## src/rtl/ws2812_frame_scheduler.sv

```systemverilog
// Round-robin scheduler that shares one WS2812 serializer across NUM_CH strips.
// It grants a dirty channel, streams that channel's pixels from the buffer, then holds the latch gap.
module ws2812_frame_scheduler #(
  parameter int NUM_CH       = 16,
  parameter int NUM_PIX      = 8,
  parameter int LATCH_CYCLES = 6000
) (
  input  logic                              clk,
  input  logic                              rst,
  input  logic [NUM_CH-1:0]                 req,
  output logic [NUM_CH-1:0]                 pending,
  output logic                              busy,
  output logic [$clog2(NUM_CH)-1:0]         ch_sel,
  output logic                              rd_en,
  output logic [$clog2(NUM_CH*NUM_PIX)-1:0] rd_addr,
  input  logic [23:0]                       rd_data,
  output logic [23:0]                       px_data,
  output logic                              px_valid,
  input  logic                              px_ready,
  input  logic                              ser_idle,
  output logic                              latch
);

  localparam int CH_W  = $clog2(NUM_CH);
  localparam int PIX_W = $clog2(NUM_PIX);
  localparam int CNT_W = (LATCH_CYCLES > 1) ? $clog2(LATCH_CYCLES) : 1;

  typedef enum logic [2:0] {
    IDLE,
    READ,
    WAIT,
    SEND,
    DRAIN,
    LATCH
  } state_t;

  state_t            state;
  logic [CH_W-1:0]   last_ch;
  logic [PIX_W-1:0]  pix;
  logic [CNT_W-1:0]  cnt;

  logic [CH_W-1:0]   grant_ch;
  logic [CH_W-1:0]   idx;
  logic              grant_vld;
  logic [NUM_CH-1:0] grant_mask;

  // Search starts one past the last served channel, so the served channel
  // itself is considered last (i == NUM_CH wraps back to last_ch).
  always_comb begin
    grant_vld = 1'b0;
    grant_ch  = '0;
    idx       = '0;
    for (int i = 1; i <= NUM_CH; i++) begin
      idx = last_ch + CH_W'(i);
      if (!grant_vld && pending[idx]) begin
        grant_vld = 1'b1;
        grant_ch  = idx;
      end
    end
  end

  assign grant_mask = (state == IDLE && grant_vld) ? (NUM_CH'(1) << grant_ch) : '0;

  // A req arriving together with the grant of the same channel keeps the bit set.
  always_ff @(posedge clk or posedge rst) begin
    if (rst) begin
      pending <= '0;
    end else begin
      pending <= (pending & ~grant_mask) | req;
    end
  end

  always_ff @(posedge clk or posedge rst) begin
    if (rst) begin
      state    <= IDLE;
      ch_sel   <= '0;
      last_ch  <= CH_W'(NUM_CH - 1);
      pix      <= '0;
      cnt      <= '0;
      rd_en    <= 1'b0;
      rd_addr  <= '0;
      px_data  <= '0;
      px_valid <= 1'b0;
    end else begin
      rd_en <= 1'b0;
      case (state)
        IDLE: begin
          if (grant_vld) begin
            ch_sel  <= grant_ch;
            pix     <= '0;
            rd_en   <= 1'b1;
            rd_addr <= {grant_ch, PIX_W'(0)};
            state   <= READ;
          end
        end
        READ: begin
          state <= WAIT;
        end
        WAIT: begin
          px_data  <= rd_data;
          px_valid <= 1'b1;
          state    <= SEND;
        end
        SEND: begin
          if (px_ready) begin
            px_valid <= 1'b0;
            if (pix == PIX_W'(NUM_PIX - 1)) begin
              state <= DRAIN;
            end else begin
              pix     <= pix + 1'b1;
              rd_en   <= 1'b1;
              rd_addr <= {ch_sel, pix + 1'b1};
              state   <= READ;
            end
          end
        end
        DRAIN: begin
          if (ser_idle) begin
            cnt   <= CNT_W'(LATCH_CYCLES - 1);
            state <= LATCH;
          end
        end
        LATCH: begin
          if (cnt == '0) begin
            last_ch <= ch_sel;
            state   <= IDLE;
          end else begin
            cnt <= cnt - 1'b1;
          end
        end
        default: begin
          state <= IDLE;
        end
      endcase
    end
  end

  assign busy  = (state != IDLE);
  assign latch = (state == LATCH);

endmodule

```

## config.mk

```make
export PLATFORM = sky130hd
export DESIGN_NAME = ws2812_frame_scheduler
export DESIGN_NICKNAME = d
export VERILOG_FILES = /design/src/rtl/ws2812_frame_scheduler.sv
export SDC_FILE = /design/constraint.sdc
export NUM_CORES = 1
export LEC_CHECK = 0
export CORE_UTILIZATION = 54
export CTS_CLUSTER_SIZE = 40
export DETAILED_ROUTE_END_ITERATION = 8
export PLACE_DENSITY = 0.81
export SETUP_SLACK_MARGIN = 0.5
export SYNTH_ARGS = -nofsm -noshare
export SYNTH_HDL_FRONTEND = slang
export SYNTH_SLANG_ARGS = --single-unit
export TNS_END_PERCENT = 1
```

## constraint.sdc

```tcl
create_clock -name clk -period 5.8 [get_ports clk]
set_input_delay 0.58 -clock clk [delete_from_list [all_inputs] [get_ports clk]]
set_output_delay 0.58 -clock clk [all_outputs]
set_load 0.1 [all_outputs]
```

==> qor.log <==
qor: timing.fin_crit_sh 0.8121
qor: power_and_ir_drop.powerDensity 447.0 nW/um2
qor: die.floorplan.initialDensity 0.5652
qor: worst_setup_path.path_max_fanout 9
qor: worst_setup_path.worst_ep_arrival_time 4.93 ns
qor: grt.overflow 0
qor: timing.skew 0.01053 ns
qor: run.max_cap_violations 0
qor: clock_tree.holdBufCountCts 0
qor: timing.totalNegativeSetupSlack 0 ns
qor: synthesis.synth-edff-count 0
qor: timing.hold_violations 0
qor: worst_setup_path.critPathCaptureType register
qor: clock_tree.numClockSinks 73
qor: power_and_ir_drop.ir_drop 0.5865 mV
qor: clock_tree.postCtsSetupBuffers 0
qor: timing.grt_setup_unrepaired no
qor: cells_and_area.layout.nets 719
qor: synthesis.post_synth_instance_area 5627 um2
qor: synthesis.synth.net_count 621
qor: grt.pin_count_of_the_biggest_net_entering_global_routing 74
qor: drt.drtIter0Drc 408
qor: die.placement_rows 36
qor: cells_and_area.drive_gt1_frac 0.1976
qor: synthesis.syn-mean-instance-area 9.941 um2
qor: placed_design.globalplace.congestion 0.9749
qor: clock_tree.cts_inserted_buffers 9
qor: worst_hold_path.hold_depth 1
qor: cells_and_area.final_cell_mix 98 x clkdlybuf4s50_1, 69 x dfrtp_1, 55 x nand2_1
qor: worst_setup_path.length_in_cells_of_the_worst_reg_to_reg_path 12
qor: die.ios 99
qor: grt.global_route.usage.total 0.3329
qor: worst_setup_path.crit_type register to register
qor: drt.drcViolationCount 0
qor: synthesis.yosys_register_bits 73
qor: clock_tree.clockRootBuffer clkbuf_8
qor: clock_tree.max-clock-path-buffers 2
qor: die.placeableCoreArea 9955 um2
qor: drt.vias 5285
qor: placed_design.placement.cell_area 6745 um2
qor: power_and_ir_drop.p_leak 2.548 nW
qor: cells_and_area.final_design_area_no_fill 6963 um2
qor: clock_tree.cts_tree yes
qor: grt.first_global_vias 5256
qor: cells_and_area.antenna_cells_inserted 0
qor: outcome.outcome completed
qor: synthesis.synth_cells 566
qor: die.die_area 10830 um2
qor: cells_and_area.flow.area_growth_from_synthesis 23.75%
qor: worst_setup_path.crit_required 6.02 ns
qor: synthesis.yosysWarnings 0
qor: drt.viasPerCell 6.598
qor: timing.period_needed 4.710 ns
qor: placed_design.detailed_place_hpwl 13.21 mm
qor: clock_tree.clkTransAtPathRegs 0.08 ns
qor: worst_hold_path.min-delay-path-class register to register
qor: die.y_dimension_of_the_die 104.1 um
qor: clock_tree.cts_repair_resize_count 0
qor: timing.max_slew.worst_pin.slew 1.033 ns
qor: drt.wl_per_cell 21.89 um
qor: synthesis.synth.lib_cells_used.distinct 75
qor: clock_tree.ctsHtreeMaxLevel 3
qor: drt.drtPass1Iterations 5
qor: synthesis.synth_flop_cell dfrtp_1
qor: worst_setup_path.start_kind register
qor: synthesis.ys_seq_area_frac 0.3256
qor: cells_and_area.layout_commonest_cell clkdlybuf4s50_1
qor: drt.postRouteWirelength 17.53 mm
qor: grt.grt_first_pass_wirelength 28.20 mm
qor: grt.grt_antenna_before_repair 0
qor: timing.drv_slew 0
qor: drt.ant_nets 0
qor: timing.timing.slew.headroom 0.3093
qor: placed_design.numPortBuffers 98
qor: timing.setup_viol 0
qor: clock_tree.insertion_delay 0.35 ns
qor: synthesis.synth_async_sr_flop_share 1.000
qor: timing.maxClockFrequency 0.2123 GHz
qor: die.floorplan.die.width 104.1 um
==> worst paths after layout <==
| path | startpoint | end | slack, ns |
|---|---|---|---|
| hold / removal | px_data[7]$_DFFE_PP0P_ | px_data[7]$_DFFE_PP0P_ | 0.51 |
| setup / recovery | last_ch[0]$_DFFE_PP1P_ | pending[7]$_DFF_PP0_ | 1.09 |
| hold reg to reg | px_data[7]$_DFFE_PP0P_ | px_data[7]$_DFFE_PP0P_ | 0.51 |
| max in group asynchronous | rst | pending[2]$_DFF_PP0_ | 4.39 |
| min in group asynchronous | rst | cnt[12]$_DFFE_PP0P_ | 0.82 |
| setup reg to reg | last_ch[0]$_DFFE_PP1P_ | pending[7]$_DFF_PP0_ | 1.09 |
==> cell usage after synthesis, types with 4 or more instances <==
| cell type | n | area (um2) |
|---|---|---|
| nand2_1 | 55 | 206.5 |
| nor2_1 | 51 | 191.4 |
| and2_1 | 7 | 43.79 |
| nand4_1 | 6 | 37.54 |
| xnor2_1 | 10 | 87.58 |
| o211ai_1 | 4 | 30.03 |
| mux4_2 | 28 | 630.6 |
| o21ai_0 | 26 | 130.1 |
| and3_1 | 5 | 31.28 |
| nand3_1 | 9 | 45.04 |
| a22oi_1 | 9 | 67.56 |
| buf_6 | 4 | 45.04 |
| or2_2 | 5 | 31.28 |
| clkbuf_1 | 12 | 45.04 |
| mux2_2 | 49 | 551.8 |
| a31oi_1 | 5 | 31.28 |
| nor3_2 | 5 | 50.05 |
| dfrtp_1 | 69 | 1727 |
| xor2_1 | 8 | 70.07 |
| nor2b_1 | 10 | 62.56 |
| nor4_1 | 9 | 56.30 |
| mux2i_1 | 17 | 170.2 |
| buf_2 | 6 | 30.03 |
| nor3_1 | 21 | 105.1 |
| a22o_1 | 5 | 43.79 |
| a21oi_1 | 32 | 160.2 |
| a21o_1 | 7 | 52.55 |
| inv_1 | 10 | 37.54 |
| dfstp_2 | 4 | 105.1 |
| ha_1 | 11 | 137.6 |
==> where the power goes <==
part / internal, mW / leakage, nW / switching [mW]
Sequential: 0.681 / 0.831 / 0.145
Combinational: 0.498 / 1.61 / 1.34
Clock: 0.251 / 0.104 / 0.194
==> per-stage QoR <==
stage / setup WS (ns) / hold WS [ns] / utilization / std cells / total power [mW]
final: 1.090 / 0.5099 / 0.6995 / 801 / 3.113
after floorplan: 0.8495 / 0.4632 / - / 566 / 2.201
after detailed placement: 1.209 / 0.4944 / 0.6776 / 786 / 2.663
after global routing: 0.8117 / 0.5274 / 0.6995 / 801 / 3.231
after CTS: 1.172 / 0.5133 / 0.6995 / 801 / 3.116
after global placement: 1.222 / 0.4644 / 0.6776 / 786 / 2.618
==> state kept, by name, indices dropped and copies added, names as in the netlist <==
signal    flops
px_data      24
pending      16
cnt          13
rd_addr       7
ch_sel        4
last_ch       4
state         3
px_valid      1
rd_en         1
==> layout make-up <==
class | count | area, um2
Inverter | 10 | 37.54
Tap cell | 133 | 166.4
Clock inverter | 5 | 80.08
Clock buffer | 10 | 137.6
Fill cell | 750 | 2992
Multi-Input combinational cell | 458 | 3623
Timing Repair Buffer | 112 | 1086
Sequential cell | 73 | 1832
==> cells by family after synthesis <==
| logic type | count (synthesis) | synth area share |
|---|---|---|
| compound gates | 131 | 0.1610 |
| xor+xnor | 18 | 0.02802 |
| fa+ha+maj | 11 | 0.02446 |
| buf+inv | 35 | 0.03135 |
| flops | 73 | 0.3256 |
| mux | 96 | 0.2444 |
| simple gates | 202 | 0.1852 |
==> layer usage <==
layer	GRT usage	routed length [um]	up-vias
met5	0	0	-
met4	0.1235	488	0
met3	0.06078	1412	46
met2	0.5262	8310	271
met1	0.4572	7322	2620
li1	-	-	2348
==> worst max-delay path, stage by stage (launching register included) <==
cell	delay (ns)
dfstp_2	0.53
inv_1	0.10
ha_1	0.55
mux4_2	0.61
mux2_2	0.33
mux2_2	0.32
nor3_4	0.38
and3_1	0.34
o2111ai_1	0.15
a311oi_1	0.52
nor2_1	0.28
nor3_2	0.33
a21oi_1	0.13
(Power assumes the default switching activity.)
==> edit 1: new RTL, config.mk and constraints unchanged <==
Make the reset (`rst`) synchronous in 2 clocked blocks.
--- a/src/rtl/ws2812_frame_scheduler.sv
+++ b/src/rtl/ws2812_frame_scheduler.sv
@@ -63,5 +63,5 @@
 
   // A req arriving together with the grant of the same channel keeps the bit set.
-  always_ff @(posedge clk or posedge rst) begin
+  always_ff @(posedge clk) begin
     if (rst) begin
       pending <= '0;
@@ -71,5 +71,5 @@
   end
 
-  always_ff @(posedge clk or posedge rst) begin
+  always_ff @(posedge clk) begin
     if (rst) begin
       state    <= IDLE;
Function: differs if rst is asserted again (counterexample within 4 cycles, from zero or initial values and one cycle with rst high); with rst held inactive, the same outputs for 10 cycles.
==> edit 1 against the original RTL <==
Utilization hardly changed; setup slack worse by 0.32 ns; area after synthesis is 4.9% lower; sequential share of layout area is 4.1 points lower; routed wire length is 5.7% lower; synthesized cell count is 8.3% higher; sequential cell count stayed put; cell area is 5.4% lower; largest cell class unchanged; highest routed layer unchanged.
Power is not compared: it rests on default switching activity, and its combinational part moved more than twofold at a synthesized area within 25%.
==> edit 1: results (changes against the original RTL) <==
Cell with the largest stage delay on the worst path = sky130_fd_sc_hd__dfxtp_1
Biggest cell delay along the critical path = 0.80 ns (+0.19 ns)
Final antenna diode count = 0 (unchanged)
Mean instance size in the synthesized netlist = 8.73 sq um (-12%)
Max Clock Skew = 0.0127 ns (+0.00222 ns)
Net count, final = 745 (+3.6%)
Wire length per cell after detailed routing = 20.1 microns (-8.4%)
Number of inserted filler cells in the final layout = 764 (+1.9%)
Cell area after placement = 6380 sq um (-5.4%)
Top flip-flop cell by instance count after synthesis = sky130_fd_sc_hd__dfxtp_1
Met3 Wirelength = 1680 microns (+19%)
Unique cell type count in the Yosys netlist = 74 (-1.3%)
Detailed-routed wire length on met2 = 7620 microns (-8.3%)
Overall via count from detail_route = 5345 (+1.1%)
Most area-consuming cells after synthesis = sky130_fd_sc_hd__dfxtp_1 27%, sky130_fd_sc_hd__mux4_2 12%, sky130_fd_sc_hd__nand2_1 5.8%
Arrival @ worst endpoint = 5.22 ns (+0.29 ns)
Via count of the first global-routing pass = 5084 (-3.3%)
Max-cap violations = 0 (unchanged)
Maximum number of pins on one net before global-route repair = 76 (+2.7%)
CP max FO = 16 (+7)
Most used standard cell by instance count after synthesis = sky130_fd_sc_hd__nand2_1
Met1 wire length = 6780 microns (-7.4%)
Worst slew margin = 30.9% (-0.065 points)
Top cells by instance count after synthesis = 82 x sky130_fd_sc_hd__nand2_1, 73 x sky130_fd_sc_hd__dfxtp_1, 52 x sky130_fd_sc_hd__a21oi_1
Global routing usage summed across all routing layers = 33.3% (about the same)
Status = completed
Net count of the mapped netlist = 668 (+7.6%)
Proportion of synthesized chip area in sequential cells = 27.3% (-5.3 points)
Total placed cells including tap cells = 808 (+2.8%)
Kind of path behind the tightest hold check = reg -> reg
Storage element area = 1460 sq um (-20%)
Wire length of the first global-routing pass = 26200 microns (-7.0%)
HPWL after DPL = 12100 microns (-8.1%)
Routed WL = 16500 microns (-5.7%)
Final estimated routing congestion in global placement = 0.975 (about the same)
-- edit 1: cell types whose count changed after synthesis, moves of 10 or more --
cell                       before  now
sky130_fd_sc_hd__dfxtp_1        0   73
sky130_fd_sc_hd__dfrtp_1       69    0
sky130_fd_sc_hd__mux2_2        49   17
sky130_fd_sc_hd__nand2_1       55   82
sky130_fd_sc_hd__a21oi_1       32   52
sky130_fd_sc_hd__clkbuf_1      12   31
sky130_fd_sc_hd__nor2_1        51   38
sky130_fd_sc_hd__nor3_1        21    9
sky130_fd_sc_hd__o21ai_0       26   16
-- edit 1: per-stage QoR --
step	total power, mW	worst slack [ns]	hold WS, ns
floorplan	1.00	0.850	0.457
global placement	1.16	1.02	0.441
detailed placement	1.17	0.941	0.448
CTS	1.59	0.926	0.459
global route	1.65	0.632	0.479
finish	1.59	0.773	0.457
-- edit 1: path summary, 6_finish.rpt --
kind	from	to	slack (ns)	cells after the start
min	px_data[18]$_SDFFE_PP0P_	px_data[18]$_SDFFE_PP0P_	0.46	2
min reg2reg	px_data[18]$_SDFFE_PP0P_	px_data[18]$_SDFFE_PP0P_	0.46	2
max	last_ch[2]$_SDFFE_PP1P_	pending[10]$_SDFF_PP0_	0.77	10
max reg2reg	last_ch[2]$_SDFFE_PP1P_	pending[10]$_SDFF_PP0_	0.77	10
-- edit 1: routing by layer --
metal,vias to the layer above,global-route usage [%]
met5,-,0
met4,0,12.6
met3,36,10.8
met2,283,53.2
met1,2540,41.9
li1,2486,-
-- edit 1: kinds of logic after synthesis --
logic type | Yosys count | synth area share (%)
and+or+nand+nor | 208 | 19.6
AOI/OAI and AO/OA | 176 | 23.3
DFF | 73 | 27.3
muxes | 65 | 19.3
buffers and inverters | 60 | 4.63
xor gates and xnor gates | 20 | 3.27
adders and majority gates | 11 | 2.57
-- edit 1: power by group --
group / total, mW / switching [mW] / leakage [nW] / internal [mW]
clock: 0.428 / 0.221 / 0.103 / 0.207
combinational: 0.591 / 0.412 / 1.74 / 0.179
sequential: 0.576 / 0.0437 / 0.598 / 0.532
-- edit 1: final cells by class --
| class | count | share of cell area (%) |
|---|---|---|
| Multi-Input combinational cell | 480 | 55.4 |
| Sequential cell | 73 | 22.2 |
| Timing Repair Buffer | 106 | 15.7 |
| Tap cell | 129 | 2.45 |
| Clock buffer | 9 | 1.88 |
| Clock inverter | 7 | 1.27 |
| Inverter | 20 | 1.14 |
-- edit 1: critical path: cells and delay by family, from the launching register on --
family	cells	cell delay [ns]
AOI/OAI and AO/OA	3	0.86
adders and majority gates	1	0.72
buffers and inverters	1	0.34
DFF	1	0.80
muxes	2	0.86
and+or+nand+nor	3	1.27
==> edit 2: new RTL, same settings <==
Made on the original files. `LATCH_CYCLES`: 6000 -> 12000.
--- a/src/rtl/ws2812_frame_scheduler.sv
+++ b/src/rtl/ws2812_frame_scheduler.sv
@@ -4,5 +4,5 @@
   parameter int NUM_CH       = 16,
   parameter int NUM_PIX      = 8,
-  parameter int LATCH_CYCLES = 6000
+  parameter int LATCH_CYCLES = 12000
 ) (
   input  logic                              clk,
Behaviour: same outputs for any inputs over 10 cycles, from zero or initial values and one cycle with rst high; that may be too few to reach the edited logic, so the function may still have changed.
==> edit 2 against the original RTL <==
Total power shrank 1.4%; routed wire length shrank 5.0%; area after synthesis shrank 2.2%; count of clock-buffer cells in the layout grew 1; sequential cell count grew 1; setup slack lost 0.13 ns; cell area shrank 2.3%.
==> edit 2: results (changes against the original RTL) <==
Worst slew margin = 32.8% (+1.9 points)
Routed WL = 16700 microns (-5.0%)
HPWL after DPL = 12300 microns (-7.0%)
Net count of the mapped netlist = 586 (-5.6%)
CP max FO = 13 (+4)
Wire length of the first global-routing pass = 25900 microns (-8.1%)
Placement Setup Slack = 1.07 ns (-0.136 ns)
Net count, final = 682 (-5.1%)
Number of inserted filler cells in the final layout = 764 (+1.9%)
Worst vdd rail ir drop = 0.582 mV (-0.76%)
Ratio of routed vias to standard cells = 6.49 (-1.7%)
Wire length per cell after detailed routing = 21.8 microns (-0.51%)
Inverter count = 31 (+21)
Unique cell type count in the Yosys netlist = 76 (+1.3%)
Arrival @ worst endpoint = 5.05 ns (+0.12 ns)
Share of cell area taken by flip-flops and latches = 27.3% (+1.0 points)
Final estimated routing congestion in global placement = 1.01 (+3.6%)
Maximum number of pins on one net before global-route repair = 75 (+1.4%)
Proportion of synthesized chip area in sequential cells = 33.7% (+1.2 points)
Synth Instances = 531 (-6.2%)
Total placed cells including tap cells = 749 (-4.7%)
Flops & latches, synth = 74 (+1.4%)
Buffers outside the clock class = 106 (-5.4%)
Relative area of clock buffers and inverters in the final design = 2.87% (-0.26 points)
#MultiIn Comb = 405 (-12%)
Top Registers = px_data x24, pending x16, cnt x14
Status = completed
Global routing usage summed across all routing layers = 33.3% (about the same)
Leak pwr = 2.56 nW (+0.56%)
Max Clock Skew = 0.0103 ns (-0.000262 ns)
[edit 2: cell types whose count changed after synthesis, moves of 10 or more]
cell                      unedited run  this run
sky130_fd_sc_hd__inv_1              10        27
sky130_fd_sc_hd__nor3_1             21        11
sky130_fd_sc_hd__a31oi_1             5        15
sky130_fd_sc_hd__a21oi_1            32        19
sky130_fd_sc_hd__nand2_1            55        39
sky130_fd_sc_hd__o21ai_0            26        16
[edit 2: per-layer routing]
metal,vias to the layer above,track usage [%],routed length (microns)
met2,278,55.0,8290
li1,2206,-,-
met5,-,0,0
met1,2415,40.5,6210
met3,63,5.63,1150
met4,0,22.0,1010
[edit 2: per-stage QoR]
stage	instance area, sq um	total power, mW
detailed placement	6610	2.67
global placement	6610	2.63
floorplan	5500	2.23
CTS	6800	3.07
finish	6800	3.07
global route	6800	3.19
[edit 2: critical path, stage by stage, from the launching register on]
cell,delay (ns)
sky130_fd_sc_hd__dfstp_2,0.53
sky130_fd_sc_hd__inv_1,0.10
sky130_fd_sc_hd__ha_1,0.63
sky130_fd_sc_hd__mux4_2,0.44
sky130_fd_sc_hd__mux2_2,0.34
sky130_fd_sc_hd__a211oi_1,0.81
sky130_fd_sc_hd__nor3_1,0.09
sky130_fd_sc_hd__o2111a_1,0.32
sky130_fd_sc_hd__nor4_1,0.39
sky130_fd_sc_hd__o311ai_1,0.16
sky130_fd_sc_hd__a21boi_1,0.16
sky130_fd_sc_hd__buf_4,0.20
sky130_fd_sc_hd__nor4_2,0.37
sky130_fd_sc_hd__a31oi_1,0.15
[edit 2: path summary, 6_finish.rpt]
kind                                         from                      to  slack (ns)  depth (start not counted)
min in group asynchronous                     rst  px_data[1]$_DFFE_PP0P_        0.84                          3
setup / recovery           last_ch[1]$_DFFE_PP1P_    pending[7]$_DFF_PP0_        0.96                         13
setup reg to reg           last_ch[1]$_DFFE_PP1P_    pending[7]$_DFF_PP0_        0.96                         13
max in group asynchronous                     rst     cnt[12]$_DFFE_PP0P_        4.37                          3
hold / removal               px_valid$_DFFE_PP0P_    px_valid$_DFFE_PP0P_        0.49                          1
hold reg to reg              px_valid$_DFFE_PP0P_    px_valid$_DFFE_PP0P_        0.49                          1
[edit 2: kinds of logic (layout without fill, tap and decap cells)]
| kind of cell | after synthesis | in the layout | share of synthesized area [%] |
|---|---|---|---|
| XOR/XNOR | 18 | 18 | 2.86 |
| AO/OA/AOI/OAI | 115 | 115 | 15.1 |
| flip-flops | 74 | 74 | 33.7 |
| multiplexers | 96 | 96 | 25.9 |
| buffers and inverters | 52 | 153 | 4.12 |
| AND/OR/NAND/NOR | 165 | 165 | 15.7 |
| adder cells (fa/ha/maj) | 11 | 11 | 2.50 |
[edit 2: power by group]
group	total [mW]	switching [mW]	internal [mW]
logic	1.87	1.35	0.528
registers	0.799	0.122	0.677
clock network	0.395	0.186	0.209
